## config.mk

```make
export PLATFORM = sky130hd
export DESIGN_NAME = serial_arbiter
export DESIGN_NICKNAME = d
export VERILOG_FILES = /design/src/rtl/serial_arbiter.sv
export SDC_FILE = /design/constraint.sdc
export NUM_CORES = 1
export LEC_CHECK = 0
export ABC_AREA = 1
export BUFFER_PORTS_ARGS = -buffer_cell sky130_fd_sc_hd__buf_2
export CORE_ASPECT_RATIO = 1.25
export CORE_UTILIZATION = 48
export DETAILED_ROUTE_END_ITERATION = 6
export GPL_TIMING_DRIVEN = 0
export PLACE_DENSITY = 0.8
export SYNTH_ARGS = -nofsm -noshare
export SYNTH_HDL_FRONTEND = slang
export SYNTH_SLANG_ARGS = --single-unit
```

## constraint.sdc

```tcl
create_clock -name clk -period 2.5 [get_ports clk]
set_clock_uncertainty 0.2 [all_clocks]
set_input_delay 0.125 -clock clk [delete_from_list [all_inputs] [get_ports clk]]
set_output_delay 0.125 -clock clk [all_outputs]
set_load 0.01 [all_outputs]
```

## src/rtl/serial_arbiter.sv

```systemverilog
// serial_arbiter
//   Round-robin arbiter that lets NUM_REQ requesters share one
//   parallel-to-serial converter. A winner's word is latched and issued to
//   the converter with a one-cycle start pulse. The requester then receives
//   either an ack when the converter finishes or a nack when the converter
//   does not finish within TIMEOUT_CYCLES.
//
// Parameters
//   NUM_REQ        number of requesters
//   DATA_BITS      width of each requester word and of the converter port
//   TIMEOUT_CYCLES cycles allowed between the start pulse and finish
//
// Ports
//   clk        rising-edge clock
//   rst        synchronous active-high reset
//   req        per-requester request, held until ack or nack
//   req_data   requester i word at [i*DATA_BITS +: DATA_BITS]
//   ack        one-cycle pulse: transfer of requester i completed
//   nack       one-cycle pulse: transfer of requester i timed out
//   grant_id   index of the current or most recent grant
//   busy       high whenever the arbiter is not idle
//   p2s_data   word presented to the converter
//   p2s_start  one-cycle converter start pulse
//   p2s_busy   converter busy flag (informational only)
//   p2s_finish converter one-cycle finish pulse

module serial_arbiter #(
    parameter  int NUM_REQ        = 4,
    parameter  int DATA_BITS      = 32,
    parameter  int TIMEOUT_CYCLES = 1024,
    localparam int ID_W           = (NUM_REQ > 1) ? $clog2(NUM_REQ) : 1
) (
    input  logic                         clk,
    input  logic                         rst,
    input  logic [NUM_REQ-1:0]           req,
    input  logic [NUM_REQ*DATA_BITS-1:0] req_data,
    output logic [NUM_REQ-1:0]           ack,
    output logic [NUM_REQ-1:0]           nack,
    output logic [ID_W-1:0]              grant_id,
    output logic                         busy,
    output logic [DATA_BITS-1:0]         p2s_data,
    output logic                         p2s_start,
    input  logic                         p2s_busy,
    input  logic                         p2s_finish
);

    localparam int unsigned NREQ  = NUM_REQ;
    localparam int          CNT_W = (TIMEOUT_CYCLES > 1) ? $clog2(TIMEOUT_CYCLES) : 1;
    localparam logic [CNT_W-1:0] CNT_LAST = CNT_W'(TIMEOUT_CYCLES - 1);

    typedef enum logic [2:0] {
        S_IDLE,
        S_ISSUE,
        S_WAIT,
        S_ACK,
        S_ERR
    } state_t;

    state_t                 state;
    state_t                 state_next;
    logic [ID_W-1:0]        last;
    logic [ID_W-1:0]        last_next;
    logic [CNT_W-1:0]       count;
    logic [CNT_W-1:0]       count_next;
    logic [NUM_REQ-1:0]     ack_next;
    logic [NUM_REQ-1:0]     nack_next;
    logic [ID_W-1:0]        grant_next;
    logic                   busy_next;
    logic [DATA_BITS-1:0]   data_next;
    logic                   start_next;

    logic                   found;
    logic [ID_W-1:0]        win_id;
    logic [NUM_REQ-1:0]     grant_onehot;
    logic [DATA_BITS-1:0]   words [NUM_REQ];

    // Converter busy is status only; it never terminates a wait.
    logic                   unused_p2s_busy;
    assign unused_p2s_busy = p2s_busy;

    for (genvar j = 0; j < NUM_REQ; j++) begin : g_words
        assign words[j] = req_data[j*DATA_BITS +: DATA_BITS];
    end

    // Round-robin search: first asserted request after 'last', wrapping,
    // with 'last' itself checked at the end of the sweep.
    always_comb begin
        int unsigned idx;
        logic [ID_W-1:0] cand;
        found  = 1'b0;
        win_id = '0;
        idx    = 0;
        cand   = '0;
        for (int unsigned i = 1; i <= NREQ; i++) begin
            idx  = (32'(last) + i) % NREQ;
            cand = ID_W'(idx);
            if (!found && req[cand]) begin
                found  = 1'b1;
                win_id = cand;
            end
        end
    end

    always_comb begin
        grant_onehot           = '0;
        grant_onehot[grant_id] = 1'b1;
    end

    always_comb begin
        state_next = state;
        ack_next   = '0;
        nack_next  = '0;
        start_next = 1'b0;
        data_next  = p2s_data;
        grant_next = grant_id;
        last_next  = last;
        count_next = count;
        case (state)
            S_IDLE: begin
                if (found) begin
                    state_next = S_ISSUE;
                    grant_next = win_id;
                    data_next  = words[win_id];
                    start_next = 1'b1;
                end
            end
            S_ISSUE: begin
                state_next = S_WAIT;
                count_next = '0;
            end
            S_WAIT: begin
                // Finish takes priority over a timeout in the same cycle.
                if (p2s_finish) begin
                    state_next = S_ACK;
                    ack_next   = grant_onehot;
                end else if (count == CNT_LAST) begin
                    state_next = S_ERR;
                    nack_next  = grant_onehot;
                end else begin
                    count_next = count + 1'b1;
                end
            end
            S_ACK, S_ERR: begin
                last_next  = grant_id;
                state_next = S_IDLE;
            end
            default: begin
                state_next = S_IDLE;
            end
        endcase
        busy_next = (state_next != S_IDLE);
    end

    always_ff @(posedge clk) begin
        if (rst) begin
            state     <= S_IDLE;
            last      <= ID_W'(NUM_REQ - 1);
            count     <= '0;
            ack       <= '0;
            nack      <= '0;
            grant_id  <= '0;
            busy      <= 1'b0;
            p2s_data  <= '0;
            p2s_start <= 1'b0;
        end else begin
            state     <= state_next;
            last      <= last_next;
            count     <= count_next;
            ack       <= ack_next;
            nack      <= nack_next;
            grant_id  <= grant_next;
            busy      <= busy_next;
            p2s_data  <= data_next;
            p2s_start <= start_next;
        end
    end

    a_ack_nack_excl: assert property (@(posedge clk) disable iff (rst)
        !((|ack) && (|nack)));
    a_ack_onehot0: assert property (@(posedge clk) disable iff (rst)
        $onehot0(ack));
    a_nack_onehot0: assert property (@(posedge clk) disable iff (rst)
        $onehot0(nack));

endmodule
```

# After elaboration in Yosys (flattened, before gate mapping)
# Index checks and enable logic that the tools add are counted.
[classes]
add_sub_neg = 5
n_mul = 0
n_div = 0
n_lt_le_gt_ge = 7
eq_ne = 7
shifts = 0
muxes = 29
bitwise_logic = 5
n_reduce_logical = 16
[op_table]
columns = ["op", "n"]
rows = [
  ["$bmux 32 s2", 1],
  ["$mux 32", 2],
  ["$mux 10", 2],
  ["$pmux 10 s2", 1],
  ["$lt 2x3->1 const B", 5],
  ["$add 10x1->10 const B", 1],
  ["$eq 10x10->1 const B", 1],
  ["$mux 1", 10],
  ["$mux 3", 3],
  ["$pmux 3 s3", 1],
  ["$bmux 1 s2", 4],
  ["$mux 2", 4],
  ["$eq 3x2->1 const B", 2],
  ["$add 2x1->2 const B", 2],
  ["$add 2x2->2 const B", 2],
  ["$logic_and 1x1->1", 4],
  ["$ne 2x2->1 const B", 2],
  ["$not 1->1", 4],
  ["$reduce_or 2->1", 2],
  ["$reduce_or 4->1", 1],
  ["$eq 3x1->1 const B", 1],
  ["$eq 3x3->1 const B", 1],
  ["$ge 3x3->1 const B", 1],
  ["$logic_not 1->1", 3],
  ["9 further kinds", 9],
]
[totals]
regBits = 59
latchBits = 0
mem_bits_rw = 0
rom_bits = 0
in_bits = 136
out_inout_bits = 44
elab_cells = 78
mem_count = 0

# Logic depth before layout (Yosys ltp)
[depth]
word_depth = 17
ltp_mapped = 16
mapped_depth_nobuf = 14

# Worst setup path after synthesis
# No wires, ideal clock.
[synth_timing]
path_kind = "register to register"
startpoint = "reg last[0]"
endpoint = "reg p2s_data[17]"
setup_ns = 0.118
arrival_ns = 1.687
required_ns = 2.182
path_slack_ns = 0.495
path_stages_with_launch = 15
path_buffers = 2
synth_period_minus_slack_ns = 2.005
cell_sequence = "dfxtp_1 > buf_6 > inv_4 > nand2_1 > nand3_1 > nand2_1 > nor2_8 > nand3_1 > nand2_1 > o21ai_4 > nor2_4 > buf_6 > nand3_1 > nand2_1 > nor2_1"
[synth_between]
elab_chain_cells = 17
word_cells_on_any_way = 31
classes_between = "add/sub: 4; mux: 19; bitwise: 1; reduce/logical: 7"
[synth_lines]
columns = ["element", "line_no", "text"]
rows = [
  ["start: declaration", "61", "logic [ID_W-1:0] last;"],
  ["start signal: assignment", "157", "last <= ID_W'(NUM_REQ - 1);"],
  ["start signal: assignment", "167", "last <= last_next;"],
  ["$add 2x1->2", "95", "idx = (32'(last) + i) % NREQ;"],
  ["$bmux 1 s2", "97", "if (!found && req[cand]) begin"],
  ["$mux 1 (implied by the code)", "97", ""],
  ["$mux 1", "97", ""],
  ["$logic_not 1->1", "97", ""],
  ["$logic_and 1x1->1", "97", ""],
  ["$mux 1", "97", ""],
  ["$logic_not 1->1", "97", ""],
  ["$logic_and 1x1->1", "97", ""],
  ["$mux 1", "97", ""],
  ["$logic_not 1->1", "97", ""],
  ["$logic_and 1x1->1", "97", ""],
  ["$mux 2", "97", ""],
  ["$not 2->3 (implied by the code)", "123", "data_next = words[win_id];"],
  ["$bmux 32 s2", "123", ""],
  ["$mux 32 (implied by the code) (2 in series)", "123", ""],
  ["end signal: assignment", "173", "p2s_data <= data_next;"],
  ["end: declaration", "41", "output logic [DATA_BITS-1:0] p2s_data,"],
]
# Several ways; a longest one is shown, not always the timed one. The select of a mux whose other input is x is not followed.
# A chain may end at the register's enable or synchronous reset.

# Worst setup path in the final report
[layout_timing]
startpoint = "reg last[0]"
endpoint = "reg p2s_data[31]"
# The elaborated chain is that of the path after synthesis.

==> run_results.csv <==
group,metric,value,unit
critical_path,r2r-end,"p2s_data[31]$_SDFFE_PP0P_",
floorplan,die-area,8710,sq um
timing,slew_viol_final,0,
clock_tree,cts_tree,"done",
power_and_ir_drop,p_leak,3.63,nW
global_route,grt_use_total,37.9,%
layout,nets,1101,
layout,areaGrowthSynthToFinish,53.7,%
power_and_ir_drop,ir_worst_vdd,0.548,mV
route,dr.pass1.iters,5,
clock_tree,clock-sinks,59,
clock_tree,root_buffer,"clkbuf_8",
global_route,grt_overflow,0,
layout,utilization,77.6,%
yosys,yosys_warnings,0,
critical_path,reg2reg_from,"last[0]$_SDFFE_PP1P_",
floorplan,core_area,7930,sq um
power_and_ir_drop,pwr-share-seq,28.5,%
timing,fmax,0.423,GHz
global_route,grt_pass1_vias,5714,
power_and_ir_drop,switching_power,2.30,mW
yosys,yosysUniqueCellTypes,33,
clock_tree,path_clk_slew,0.07,ns
critical_path,cp_max_fo,10,
route,drc,0,
yosys,ys_seq_area_share,29.5,%
critical_path,regToRegSetupSlack,0.14,ns
critical_path,crit_type,"reg -> reg",
power_and_ir_drop,swShare,46.4,%
floorplan,die-height,104,um
yosys,synth_top_area_share,29.5,%
power_and_ir_drop,comb_power_share,55.3,%
yosys,syn_area_per_cell,5.82,sq um
power_and_ir_drop,pwr-share-clk,16.3,%
critical_path,crit_path_end,"p2s_data[31]$_SDFFE_PP0P_",
critical_path,crit_start,"last[0]$_SDFFE_PP1P_",
route,wl,16400,um
global_route,grt_pass1_wl,26300,um
critical_path,critPathLaunchType,"register",
placement,port_buffers,177,
worst_hold_path,hp-class,"in -> reg",
timing,setup_viol,0,
route,routedWlPerCell,15.4,um
placement,gp_congestion,0.909,
route,viasPerCell,5.46,
route,drt_iter0_drc,493,
yosys,ys_ff_latch,59,
timing,min_period,2.36,ns
layout,instances_no_fill,1065,
global_route,grt_start_max_net_pins,11,
clock_tree,cts-buffers-inserted,9,
placement,dp_hpwl,9510,um
timing,rsz0062_at_grt,"true",
timing,worst_pin_slew,0.530,ns
critical_path,cp.arrival,2.41,ns
clock_tree,htree_levels,3,
power_and_ir_drop,p_int,2.65,mW
job,cap_violations,0,
route,via_count,5810,
yosys,syn_inst,688,
timing,slew_headroom,64.7,%
floorplan,fp-row-count,36,
timing,hold_violations,0,
power_and_ir_drop,power.density,805,nW/um^2
placement,dp.cells,960,
timing,finalCritPeriodShare,94.5,%
layout,drive_above_1_share,26.0,%
route,ant_nets,0,
critical_path,reg2regPathDepth,14,
power_and_ir_drop,power,4.95,mW
timing,fin_setup_tns,0,ns
global_route,grt_antenna_before_repair,1,
timing,worst_hold_slack,0.00146,ns
clock_tree,clockBufferDepth,2,
critical_path,crit_required,2.54,ns
yosys,synth_nets,825,
clock_tree,clock_latency,0.34,ns
floorplan,die_width,83.7,um
yosys,yosys.area.top_type,"dfxtp_1",
floorplan,io_pins,180,
critical_path,end_kind,"register",
yosys,synthTopCellsByArea,"dfxtp_1 30%, nand2_1 17%, inv_1 13%",
status,status,"completed",
floorplan,start_util,50.5,%
yosys,synthesis.area,4000,sq um
## cell usage in the layout (no fill, tap or decap), types with 12 or more instances in the layout
| cell | count |
|---|---|
| dfxtp_1 | 58 |
| inv_1 | 137 |
| nand4_1 | 47 |
| nor2_1 | 77 |
| buf_2 | 188 |
| dlygate4sd3_1 | 85 |
| nand2_1 | 183 |
| nor3_1 | 27 |
| a21oi_1 | 12 |
| nand3_1 | 69 |
## sequential cells by signal, summed over array words and instances (netlist names)
register   flops
ack            4
busy           1
count         10
grant_id       2
last           2
nack           4
p2s_data      32
p2s_start      1
state          3
## area by class of cell
cell class | instances | area [sq um]
antenna | 1 | 2.50
buffer | 37 | 231
clock buffer | 11 | 151
clock inverter | 5 | 27.5
fill | 574 | 1780
inverter | 140 | 531
multi-input combinational | 452 | 2150
sequential | 59 | 1180
tap | 95 | 119
timing repair buffer | 265 | 1760
## metal layers
metal	share of wire, %	vias to the layer above	GRT usage, %
li1	-	2688	-
met1	35	2603	41.1
met2	49	402	64.1
met3	8.9	117	10.1
met4	6.3	0	25.7
met5	0	-	0
## worst min-delay path by stage
stage,cells after the start,slack [ns],endpoint,from
2_1_floorplan,1,0.01,state[2]$_SDFF_PP0_,p2s_finish
3_3_place_gp,2,0.14,state[2]$_SDFF_PP0_,p2s_finish
3_5_place_dp,2,0.14,state[2]$_SDFF_PP0_,p2s_finish
4_1_cts,7,0.001,p2s_data[30]$_SDFFE_PP0P_,req_data[30]
5_1_grt,7,0.05,p2s_data[26]$_SDFFE_PP0P_,req_data[90]
6_report,7,0.001,p2s_data[26]$_SDFFE_PP0P_,req_data[90]
## power groups by stage
stage	registers [mW]	clock network (mW)	logic (mW)
finish	1.41	0.806	2.74
global route	1.43	0.847	2.99
CTS	1.39	0.808	2.48
detailed placement	1.41	0	2.37
global placement	1.40	0	2.31
floorplan	1.50	0	1.50
## stage by stage
stage	cell area [sq um]	worst slack [ns]
floorplan	4000	0.495
global placement	5010	0.181
detailed placement	5010	0.119
CTS	6040	0.0974
global route	6150	-0.0407
finish	6150	0.137
## cells in the mapped netlist
cell type	instances
inv_2	2
buf_2	25
clkbuf_1	7
buf_1	2
nor2_4	1
nand3_2	2
a21oi_2	1
dfxtp_1	59
a211oi_1	4
nor3_2	1
xor2_1	1
inv_1	137
a21boi_0	1
nand4_1	47
nand3_1	70
nor2_8	1
ha_1	1
o21ai_0	4
or2_2	2
a22oi_1	1
a311oi_1	1
nand2_2	4
nand2_1	184
inv_4	1
a21oi_1	12
o21ai_4	1
a31oi_1	1
nor2_1	77
nor3b_1	1
nand2_4	2
nor3_1	31
buf_6	3
o21bai_1	1
## critical path, cell delays in order (launching register included)
cell and delay, ns:
dfxtp_1 0.31, buf_6 0.13, inv_4 0.09, nand2_1 0.06
nand2_1 0.12, nand2_1 0.07, nand2_1 0.12, inv_1 0.09
nand3_2 0.15, buf_1 0.42, nand4_1 0.17, nand3_1 0.12
nand3_1 0.09, nand2_1 0.07, inv_1 0.04
## cells by family after synthesis
| group | share of synthesized area (%) |
|---|---|
| compound gates | 4.31 |
| xor+xnor | 0.219 |
| fa+ha+maj | 0.312 |
| buf+inv | 18.0 |
| flops | 29.5 |
| simple gates | 47.7 |
## repair_timing
item,CTS,global route
endpoints found under the hold margin,33,0
setup endpoints to repair,0,22
resized for setup,0,33
hold buffers,85,0
setup buffers,0,3
(Power assumes the default switching activity.)
